**config.mk**
```make
export PLATFORM = sky130hd
export DESIGN_NAME = sync_fifo_param_flat
export DESIGN_NICKNAME = d
export VERILOG_FILES = /design/src/rtl/output_buffer_pkg.sv /design/src/rtl/sync_fifo_param_if.sv /design/src/rtl/fifo_mem.sv /design/src/rtl/sync_fifo_param.sv /design/src/flat_wrapper.sv
export SDC_FILE = /design/constraint.sdc
export NUM_CORES = 1
export LEC_CHECK = 0
export CELL_PAD_IN_SITES_DETAIL_PLACEMENT = 0
export CELL_PAD_IN_SITES_GLOBAL_PLACEMENT = 2
export CORE_ASPECT_RATIO = 0.75
export CORE_MARGIN = 5
export CORE_UTILIZATION = 35
export CTS_CLUSTER_DIAMETER = 100
export CTS_CLUSTER_SIZE = 8
export DETAILED_ROUTE_END_ITERATION = 12
export PLACE_DENSITY = 0.64
export REMOVE_ABC_BUFFERS = 1
export SYNTH_ARGS = -nofsm -noshare
export SYNTH_HDL_FRONTEND = slang
export SYNTH_SLANG_ARGS = --single-unit
```
**constraint.sdc**
```tcl
create_clock -name clk -period 3 [get_ports clk]
set_input_delay 0.9 -clock clk [delete_from_list [all_inputs] [get_ports clk]]
set_output_delay 0.9 -clock clk [all_outputs]
set_load 0.1 [all_outputs]
```
**src/rtl/output_buffer_pkg.sv**
```systemverilog
// Shared definitions for the output buffer path: default sizing and the FIFO status bundle.
package output_buffer_pkg;

  localparam int unsigned DEFAULT_DATA_WIDTH = 8;
  localparam int unsigned DEFAULT_DEPTH      = 16;

  typedef struct packed {
    logic empty;
    logic full;
    logic almost_empty;
    logic almost_full;
  } fifo_status_t;

endpackage

```
**src/rtl/sync_fifo_param_if.sv**
```systemverilog
// Handshake, data and status bundle between the FIFO and its producer/consumer.
interface sync_fifo_param_if #(
  parameter int unsigned DATA_WIDTH = 8,
  parameter int unsigned DEPTH      = 16
);
  logic                     flush;
  logic                     w_enable;
  logic [DATA_WIDTH-1:0]    data_in;
  logic                     r_enable;
  logic                     err_clear;
  logic [DATA_WIDTH-1:0]    data_out;
  logic                     r_valid;
  logic                     empty;
  logic                     full;
  logic                     almost_empty;
  logic                     almost_full;
  logic [$clog2(DEPTH):0]   count;
  logic                     overflow;
  logic                     underflow;

  modport master (
    output flush, w_enable, data_in, r_enable, err_clear,
    input  data_out, r_valid, empty, full, almost_empty, almost_full,
           count, overflow, underflow
  );

  modport slave (
    input  flush, w_enable, data_in, r_enable, err_clear,
    output data_out, r_valid, empty, full, almost_empty, almost_full,
           count, overflow, underflow
  );
endinterface

```
**src/rtl/fifo_mem.sv**
```systemverilog
// DEPTH x DATA_WIDTH storage: one synchronous write port, one registered read port.
module fifo_mem #(
  parameter int unsigned DATA_WIDTH = 8,
  parameter int unsigned DEPTH      = 16
) (
  input  logic                     clk,
  input  logic                     rst,
  input  logic                     wr_en,
  input  logic [$clog2(DEPTH)-1:0] wr_addr,
  input  logic [DATA_WIDTH-1:0]    wr_data,
  input  logic                     rd_en,
  input  logic [$clog2(DEPTH)-1:0] rd_addr,
  output logic [DATA_WIDTH-1:0]    rd_data
);

  logic [DATA_WIDTH-1:0] mem [DEPTH];

  // Storage array; contents are intentionally not reset.
  always_ff @(posedge clk) begin
    if (wr_en) mem[wr_addr] <= wr_data;
  end

  // Read register holds its value when no read is accepted; a same-address write lands after the read.
  always_ff @(posedge clk or posedge rst) begin
    if (rst)        rd_data <= '0;
    else if (rd_en) rd_data <= mem[rd_addr];
  end

endmodule

```
**src/rtl/sync_fifo_param.sv**
```systemverilog
// Single-clock parametrised FIFO: pointers, occupancy, threshold flags and sticky error flags.
module sync_fifo_param
  import output_buffer_pkg::*;
#(
  parameter int unsigned DATA_WIDTH    = DEFAULT_DATA_WIDTH,
  parameter int unsigned DEPTH         = DEFAULT_DEPTH,
  parameter int unsigned AFULL_THRESH  = DEPTH - 2,
  parameter int unsigned AEMPTY_THRESH = 2
) (
  input  logic               clk,
  input  logic               rst,
  sync_fifo_param_if.slave   bus
);

  localparam int unsigned PTR_W = $clog2(DEPTH);
  localparam int unsigned CNT_W = PTR_W + 1;

  logic [PTR_W-1:0]      wr_ptr;
  logic [PTR_W-1:0]      rd_ptr;
  logic [CNT_W-1:0]      count_q;
  logic                  r_valid_q;
  logic                  overflow_q;
  logic                  underflow_q;
  logic [DATA_WIDTH-1:0] rd_data;
  fifo_status_t          status;
  logic                  rd_acc;
  logic                  wr_acc;
  logic                  ovf_ev;
  logic                  udf_ev;

  // Status decode from the registered occupancy.
  always_comb begin
    status              = '0;
    status.empty        = (count_q == '0);
    status.full         = (count_q == CNT_W'(DEPTH));
    status.almost_empty = (count_q <= CNT_W'(AEMPTY_THRESH));
    status.almost_full  = (count_q >= CNT_W'(AFULL_THRESH));
  end

  // Acceptance and error events, judged on pre-edge state; a read frees the slot for a write when full.
  always_comb begin
    rd_acc = bus.r_enable && !status.empty;
    wr_acc = bus.w_enable && (!status.full || rd_acc);
    ovf_ev = bus.w_enable && status.full && !rd_acc;
    udf_ev = bus.r_enable && status.empty;
  end

  // Pointers, occupancy and read-valid; flush overrides any transfer in the same cycle.
  always_ff @(posedge clk or posedge rst) begin
    if (rst) begin
      wr_ptr    <= '0;
      rd_ptr    <= '0;
      count_q   <= '0;
      r_valid_q <= 1'b0;
    end else if (bus.flush) begin
      wr_ptr    <= '0;
      rd_ptr    <= '0;
      count_q   <= '0;
      r_valid_q <= 1'b0;
    end else begin
      if (wr_acc) wr_ptr <= wr_ptr + PTR_W'(1);
      if (rd_acc) rd_ptr <= rd_ptr + PTR_W'(1);
      case ({wr_acc, rd_acc})
        2'b10:   count_q <= count_q + CNT_W'(1);
        2'b01:   count_q <= count_q - CNT_W'(1);
        default: count_q <= count_q;
      endcase
      r_valid_q <= rd_acc;
    end
  end

  // Sticky error flags; a new event wins over a simultaneous clear.
  always_ff @(posedge clk or posedge rst) begin
    if (rst) begin
      overflow_q  <= 1'b0;
      underflow_q <= 1'b0;
    end else begin
      overflow_q  <= ovf_ev || (overflow_q  && !bus.err_clear);
      underflow_q <= udf_ev || (underflow_q && !bus.err_clear);
    end
  end

  fifo_mem #(
    .DATA_WIDTH (DATA_WIDTH),
    .DEPTH      (DEPTH)
  ) u_mem (
    .clk     (clk),
    .rst     (rst),
    .wr_en   (wr_acc && !bus.flush),
    .wr_addr (wr_ptr),
    .wr_data (bus.data_in),
    .rd_en   (rd_acc && !bus.flush),
    .rd_addr (rd_ptr),
    .rd_data (rd_data)
  );

  assign bus.data_out     = rd_data;
  assign bus.r_valid      = r_valid_q;
  assign bus.count        = count_q;
  assign bus.empty        = status.empty;
  assign bus.full         = status.full;
  assign bus.almost_empty = status.almost_empty;
  assign bus.almost_full  = status.almost_full;
  assign bus.overflow     = overflow_q;
  assign bus.underflow    = underflow_q;

endmodule

```
**src/flat_wrapper.sv**
```systemverilog
// flat-port wrapper written by rule: the top's interface ports become plain ports
module sync_fifo_param_flat import output_buffer_pkg::*;
#(
  parameter int unsigned DATA_WIDTH    = DEFAULT_DATA_WIDTH,
  parameter int unsigned DEPTH         = DEFAULT_DEPTH,
  parameter int unsigned AFULL_THRESH  = DEPTH - 2,
  parameter int unsigned AEMPTY_THRESH = 2
)
  (clk, rst, bus_flush, bus_w_enable, bus_data_in, bus_r_enable, bus_err_clear, bus_data_out, bus_r_valid, bus_empty, bus_full, bus_almost_empty, bus_almost_full, bus_count, bus_overflow, bus_underflow);
  sync_fifo_param_if #(.DATA_WIDTH(DATA_WIDTH), .DEPTH(DEPTH)) bus_i ();
  input  logic clk;
  input  logic rst;
  input wire logic [$bits(bus_i.flush)-1:0] bus_flush;
  input wire logic [$bits(bus_i.w_enable)-1:0] bus_w_enable;
  input wire logic [$bits(bus_i.data_in)-1:0] bus_data_in;
  input wire logic [$bits(bus_i.r_enable)-1:0] bus_r_enable;
  input wire logic [$bits(bus_i.err_clear)-1:0] bus_err_clear;
  output wire logic [$bits(bus_i.data_out)-1:0] bus_data_out;
  output wire logic [$bits(bus_i.r_valid)-1:0] bus_r_valid;
  output wire logic [$bits(bus_i.empty)-1:0] bus_empty;
  output wire logic [$bits(bus_i.full)-1:0] bus_full;
  output wire logic [$bits(bus_i.almost_empty)-1:0] bus_almost_empty;
  output wire logic [$bits(bus_i.almost_full)-1:0] bus_almost_full;
  output wire logic [$bits(bus_i.count)-1:0] bus_count;
  output wire logic [$bits(bus_i.overflow)-1:0] bus_overflow;
  output wire logic [$bits(bus_i.underflow)-1:0] bus_underflow;
  assign bus_i.flush = bus_flush;
  assign bus_i.w_enable = bus_w_enable;
  assign bus_i.data_in = bus_data_in;
  assign bus_i.r_enable = bus_r_enable;
  assign bus_i.err_clear = bus_err_clear;
  assign bus_data_out = bus_i.data_out;
  assign bus_r_valid = bus_i.r_valid;
  assign bus_empty = bus_i.empty;
  assign bus_full = bus_i.full;
  assign bus_almost_empty = bus_i.almost_empty;
  assign bus_almost_full = bus_i.almost_full;
  assign bus_count = bus_i.count;
  assign bus_overflow = bus_i.overflow;
  assign bus_underflow = bus_i.underflow;
  sync_fifo_param #(.DATA_WIDTH(DATA_WIDTH), .DEPTH(DEPTH), .AFULL_THRESH(AFULL_THRESH), .AEMPTY_THRESH(AEMPTY_THRESH)) u_core (.clk(clk), .rst(rst), .bus(bus_i));
endmodule
```
# Yosys cells after proc, flatten, opt, wreduce, memory -nomap -nowiden
# Memory sizes are Yosys's and may differ from the RTL's. A register that Yosys moved wholly into a read port is not among the register bits.
# Cells that the tools add are included.
dict set report totals {
  ramBits 128
  romBits 0
  memories 1
  register_bits 16
  latchBits 0
  input_bits 14
}
# memory depth width read_ports rd_clocked_by_memory_dff write_ports line_no
set mem_list {}
lappend mem_list {u_core.u_mem.mem 16 8 1 1 1 fifo_mem.sv:16} ;# logic [DATA_WIDTH-1:0] mem [DEPTH];
dict set report op_classes {
  n_addsub 4
  multipliers 0
  n_eq_ne 3
  magnitude_cmp 2
  n_shift 0
  n_div 0
  bitwise_logic 0
  reduce_logical 21
  mux 9
}
# cell count
set op_table {}
lappend op_table {{$mux 4} 4}
lappend op_table {{$pmux 5 s2} 1}
lappend op_table {{$logic_and 1x1->1} 9}
lappend op_table {{$add 4x1->4 const B} 2}
lappend op_table {{$add 5x1->5 const B} 1}
lappend op_table {{$eq 5x5->1 const B} 1}
lappend op_table {{$ge 5x4->1 const B} 1}
lappend op_table {{$le 5x2->1 const B} 1}
lappend op_table {{$logic_not 1->1} 5}
lappend op_table {{$logic_not 5->1} 1}
lappend op_table {{$mux 5} 1}
lappend op_table {{$sub 5x1->5 const B} 1}
lappend op_table {{$reduce_bool 2->1} 2}
lappend op_table {{$logic_or 1x1->1} 3}
lappend op_table {{$mux 1} 3}
lappend op_table {{$reduce_bool 3->1} 1}
lappend op_table {{$eq 2x1->1 const B} 1}
lappend op_table {{$eq 2x2->1 const B} 1}

# Depth between registers and ports, before layout
dict set report logic_depth {
  depth_word 8
  mapped_depth 10
  mapped_depth_nobuf 9
}

# Hierarchy
# Synthesis repeated with hierarchy kept, for this count alone.
dict set report hier_totals {
  cells_unflattened 350
  hier_area_um2 6373.6
}
# module instances cells_per_inst area_per_inst_um2
set modules_own_cells {}
lappend modules_own_cells {fifo_mem 1 241 5335.1}
lappend modules_own_cells {sync_fifo_param 1 109 1038.5}

# Worst setup path after synthesis
# OpenSTA, ideal clock, no wires.
dict set report synth_path {
  path_type {reg2out}
  startpoint {register u_core.count_q[4] (netlist: u_core.bus.count[4])}
  endpoint {output port bus_almost_empty}
  setup_slack_ns -3.624
  n_path_buf 1
  arrival_time_ns 5.724
  stages_incl_launch_ff 3
  required_ns 2.100
  cell_sequence {dfrtp_1 > buf_2 > a2111oi_0}
}
dict set report synth_via {
  elab_chain_cells 1
}
# item line_no
set synth_lines {}
lappend synth_lines {{from (decl)} sync_fifo_param.sv:20} ;# logic [CNT_W-1:0] count_q;
lappend synth_lines {{from (signal assigned)} sync_fifo_param.sv:64} ;# 2'b10: count_q <= count_q + CNT_W'(1);
lappend synth_lines {{from (signal assigned)} sync_fifo_param.sv:65} ;# 2'b01: count_q <= count_q - CNT_W'(1);
lappend synth_lines {{from (signal assigned)} sync_fifo_param.sv:66} ;# default: count_q <= count_q;
lappend synth_lines {{$le 5x2->1} sync_fifo_param.sv:36} ;# status.almost_empty = (count_q <= CNT_W'(AEMPTY_THRESH));
lappend synth_lines {{to (decl)} flat_wrapper.sv:22} ;# output wire logic [$bits(bus_i.almost_empty)-1:0] bus_almost_empty;
# No other way between the ends.

# Final worst setup path
dict set report layout_path {
  startpoint {register u_core.count_q[3] (netlist: u_core.bus.count[3])}
  endpoint {output port bus_full}
}
dict set report layout_via {
  elab_chain_cells 1
}
# item line_no
set layout_lines {}
lappend layout_lines {{$eq 5x5->1} sync_fifo_param.sv:35} ;# status.full = (count_q == CNT_W'(DEPTH));
lappend layout_lines {{to (decl)} flat_wrapper.sv:21} ;# output wire logic [$bits(bus_i.full)-1:0] bus_full;
# No other way between the ends.

==> results.py <==
metrics = {
    "layout": {
        "stdcell_count": 671,
        "fin_nets": 439,
        "area_growth_pct": 21.4,
        "mostFrequentLayoutCells": "128 x edfxtp_1, 50 x buf_4, 32 x mux4_2",
        "fillers": 1607,
        "antenna_cells": 0,
        "final_common_cell": "edfxtp_1",
        "drive_above_1_share": 0.287,
    },
    "synthesis": {
        "yosys.area.top_type": "edfxtp_1",
        "synth_edf_count": 128,
        "avgSynthCellArea_um2": 18.0,
        "synth_seq_cells": 152,
        "ys_types": 43,
        "synth.cell_area_mm2": 0.00630,
        "synthTopCellsByArea": "edfxtp_1 61%, mux4_2 11%, dfrtp_1 9.5%",
        "netlist_instances": 350,
        "ys_async_sr_fraction": 0.158,
        "ys_warn_count": 0,
        "synth-main-ff-cell": "edfxtp_1",
        "ys_seq_area_frac": 0.705,
        "yosysTopAreaCellShare": 0.610,
    },
    "job": {
        "maxCapViolCount": 0,
    },
    "global_routing": {
        "antenna_found_initial": 0,
        "overflow": 0,
        "grtUsageTotal": 0.151,
        "grt_pass1_vias": 3526,
        "grt_start_max_net_pins": 25,
        "grt_pass1_wl_um": 22700,
    },
    "power": {
        "total_power_mw": 7.04,
        "p_leak_nw": 2.66,
        "power_density_mw_per_mm2": 919,
        "vdd_drop_max_v": 0.000488,
    },
    "cts": {
        "postCtsSetupBuffers": 0,
        "clkSlewWorstSetupHoldPaths_ns": 0.06,
        "cts-root-buf": "clkbuf_16",
        "clk_path_buf_depth": 2,
        "clkLatencyLatePin_ns": 0.41,
        "h-tree-depth": 4,
        "cts_tree": "yes",
        "cts_inserted_buffers": 17,
        "clock_sinks": 152,
    },
    "min_path": {
        "hp-class": "reg -> reg",
        "whs_endpoint": "u_core.bus.overflow",
        "hold_path.startpoint": "u_core.bus.overflow",
        "min_path_cells": 1,
    },
    "floorplan": {
        "die_w_um": 165,
        "rows": 42,
        "design.core.area_mm2": 0.0177,
        "start_util": 0.357,
        "die_h_um": 126,
        "die_area_mm2": 0.0208,
        "ios": 34,
    },
    "setup_path": {
        "reg2reg_slack_ns": 0.30,
        "r2r-end": "u_core.bus.count[4]",
        "required_ns": 2.10,
        "r2r_start": "u_core.bus.count[3]",
        "critPathCaptureType": "output port",
        "arrival_ns": 2.00,
        "crit_path_max_fanout": 12,
        "critPathLaunchType": "flip-flop",
        "ff2ff_path_depth": 9,
        "critical_path_class": "reg -> out",
    },
    "drt": {
        "wl_um": 14600,
        "drc": 0,
        "final_antenna_net_count": 0,
        "first_iter_violations": 294,
        "via_count": 3367,
        "vias_per_cell": 5.02,
        "drt-pass1-iter-count": 4,
        "wl_per_cell_um": 21.7,
    },
    "sta": {
        "max_freq_ghz": 0.345,
        "hold_viol_final": 0,
        "skew_ns": 0.00532,
        "rsz0062_at_grt": "false",
        "drv_slew": 0,
        "period_minus_slack_ns": 2.90,
        "period_share": 0.967,
        "setup_viol": 0,
        "tightest_slew_ns": 0.676,
        "relSlewSlack": 0.550,
        "finalSetupTns_ns": 0,
    },
    "placement": {
        "place_inst": 639,
        "dpl.hpwl_um": 9390,
        "port_buffers": 33,
        "gp_congestion": 0.749,
    },
    "outcome": {
        "status": "complete, no violations",
    },
}
==> what timing repair did <==
item / 4_1_cts / 5_1_grt
gates resized for setup: 0 / 3
hold buffers: 0 / 0
endpoints found under the hold margin: 0 / 0
endpoints found under the setup margin: 0 / 2
==> per-layer routing <==
| layer | wire length (um) | vias up | GRT usage |
|---|---|---|---|
| li1 | - | 1517 | - |
| met1 | 7230 | 1773 | 0.232 |
| met2 | 6540 | 68 | 0.214 |
| met3 | 708 | 9 | 0.0428 |
| met4 | 91 | 0 | 0.0323 |
| met5 | 0 | - | 0 |
==> Yosys cell counts (3+ instances only) <==
cell      instances
o21ai_2           3
mux4_2           32
inv_1            12
nor3_1            5
a21oi_1           4
nor4_1            3
nor2_1           22
nand2_1          13
nand2b_1          4
xor2_1            5
edfxtp_1        128
o211ai_1          4
ha_1              8
nand3_1           3
mux2i_1          20
o221ai_1          8
buf_2             7
or2_2             4
dfrtp_1          24
nor2b_1           5
clkbuf_1          8
==> critical path, stage by stage, from the launching register on <==
cell     delay, ns
dfrtp_1       0.46
or4_4         0.70
nor2_1        0.22
buf_12        0.20
==> registers in the layout, indices dropped and copies added (netlist names) <==
| name | flops |
|---|---|
| u_core.bus.underflow | 1 |
| u_core.bus.r_valid | 1 |
| u_core.u_mem.mem | 128 |
| u_core.bus.count | 5 |
| u_core.rd_ptr | 4 |
| u_core.bus.overflow | 1 |
| u_core.wr_ptr | 4 |
| u_core.u_mem.rd_data | 8 |
==> worst max path at each step <==
stage,start,to,slack [ns],cells after the start
after floorplan,u_core.bus.count[1],bus_almost_empty,-3.54,1
after global placement,bus_r_enable,u_core.bus.count[4],0.03,9
after detailed placement,bus_r_enable,u_core.bus.count[4],0.006,9
after CTS,u_core.bus.count[0],bus_empty,0.03,3
after global routing,u_core.bus.count[3],bus_full,0.02,3
final,u_core.bus.count[3],bus_full,0.1,3
==> stage by stage <==
stage	area (um^2)	utilization	hold slack, ns	setup WS (ns)
after floorplan	6200	-	0.556	-3.54
after global placement	7070	0.401	0.488	0.0298
after detailed placement	7070	0.401	0.491	0.00609
after CTS	7640	0.433	0.505	0.0312
after global routing	7650	0.433	0.521	0.0204
final	7650	0.433	0.498	0.0980
==> power breakdown <==
group / internal (mW) / switching [mW] / leakage [nW] / total, mW
Clock: 1.29 / 0.784 / 0.279 / 2.07
Combinational: 0.802 / 1.58 / 0.909 / 2.38
Sequential: 2.42 / 0.159 / 1.47 / 2.58
Total: 4.51 / 2.53 / 2.66 / 7.04
==> layout make-up <==
type,instances,area [um^2],area share
tap,242,303,0.0396
clock buffer,20,437,0.0571
multi-input combinational,167,1720,0.225
clock inverter,12,133,0.0173
inverter,12,45.0,0.00589
sequential,152,4450,0.581
timing repair buffer,66,566,0.0739
==> cell families (layout without fill, tap and decap cells) <==
| logic type | Yosys count | in the layout | synth area share |
|---|---|---|---|
| adders and majority gates | 9 | 9 | 0.0191 |
| and+or+nand+nor | 64 | 64 | 0.0488 |
| buffers and inverters | 31 | 110 | 0.0228 |
| DFF | 152 | 152 | 0.705 |
| AOI/OAI and AO/OA | 35 | 35 | 0.0474 |
| muxes | 53 | 53 | 0.148 |
| xor gates and xnor gates | 6 | 6 | 0.00834 |
Note: power is estimated with default switching activity, not from simulation.
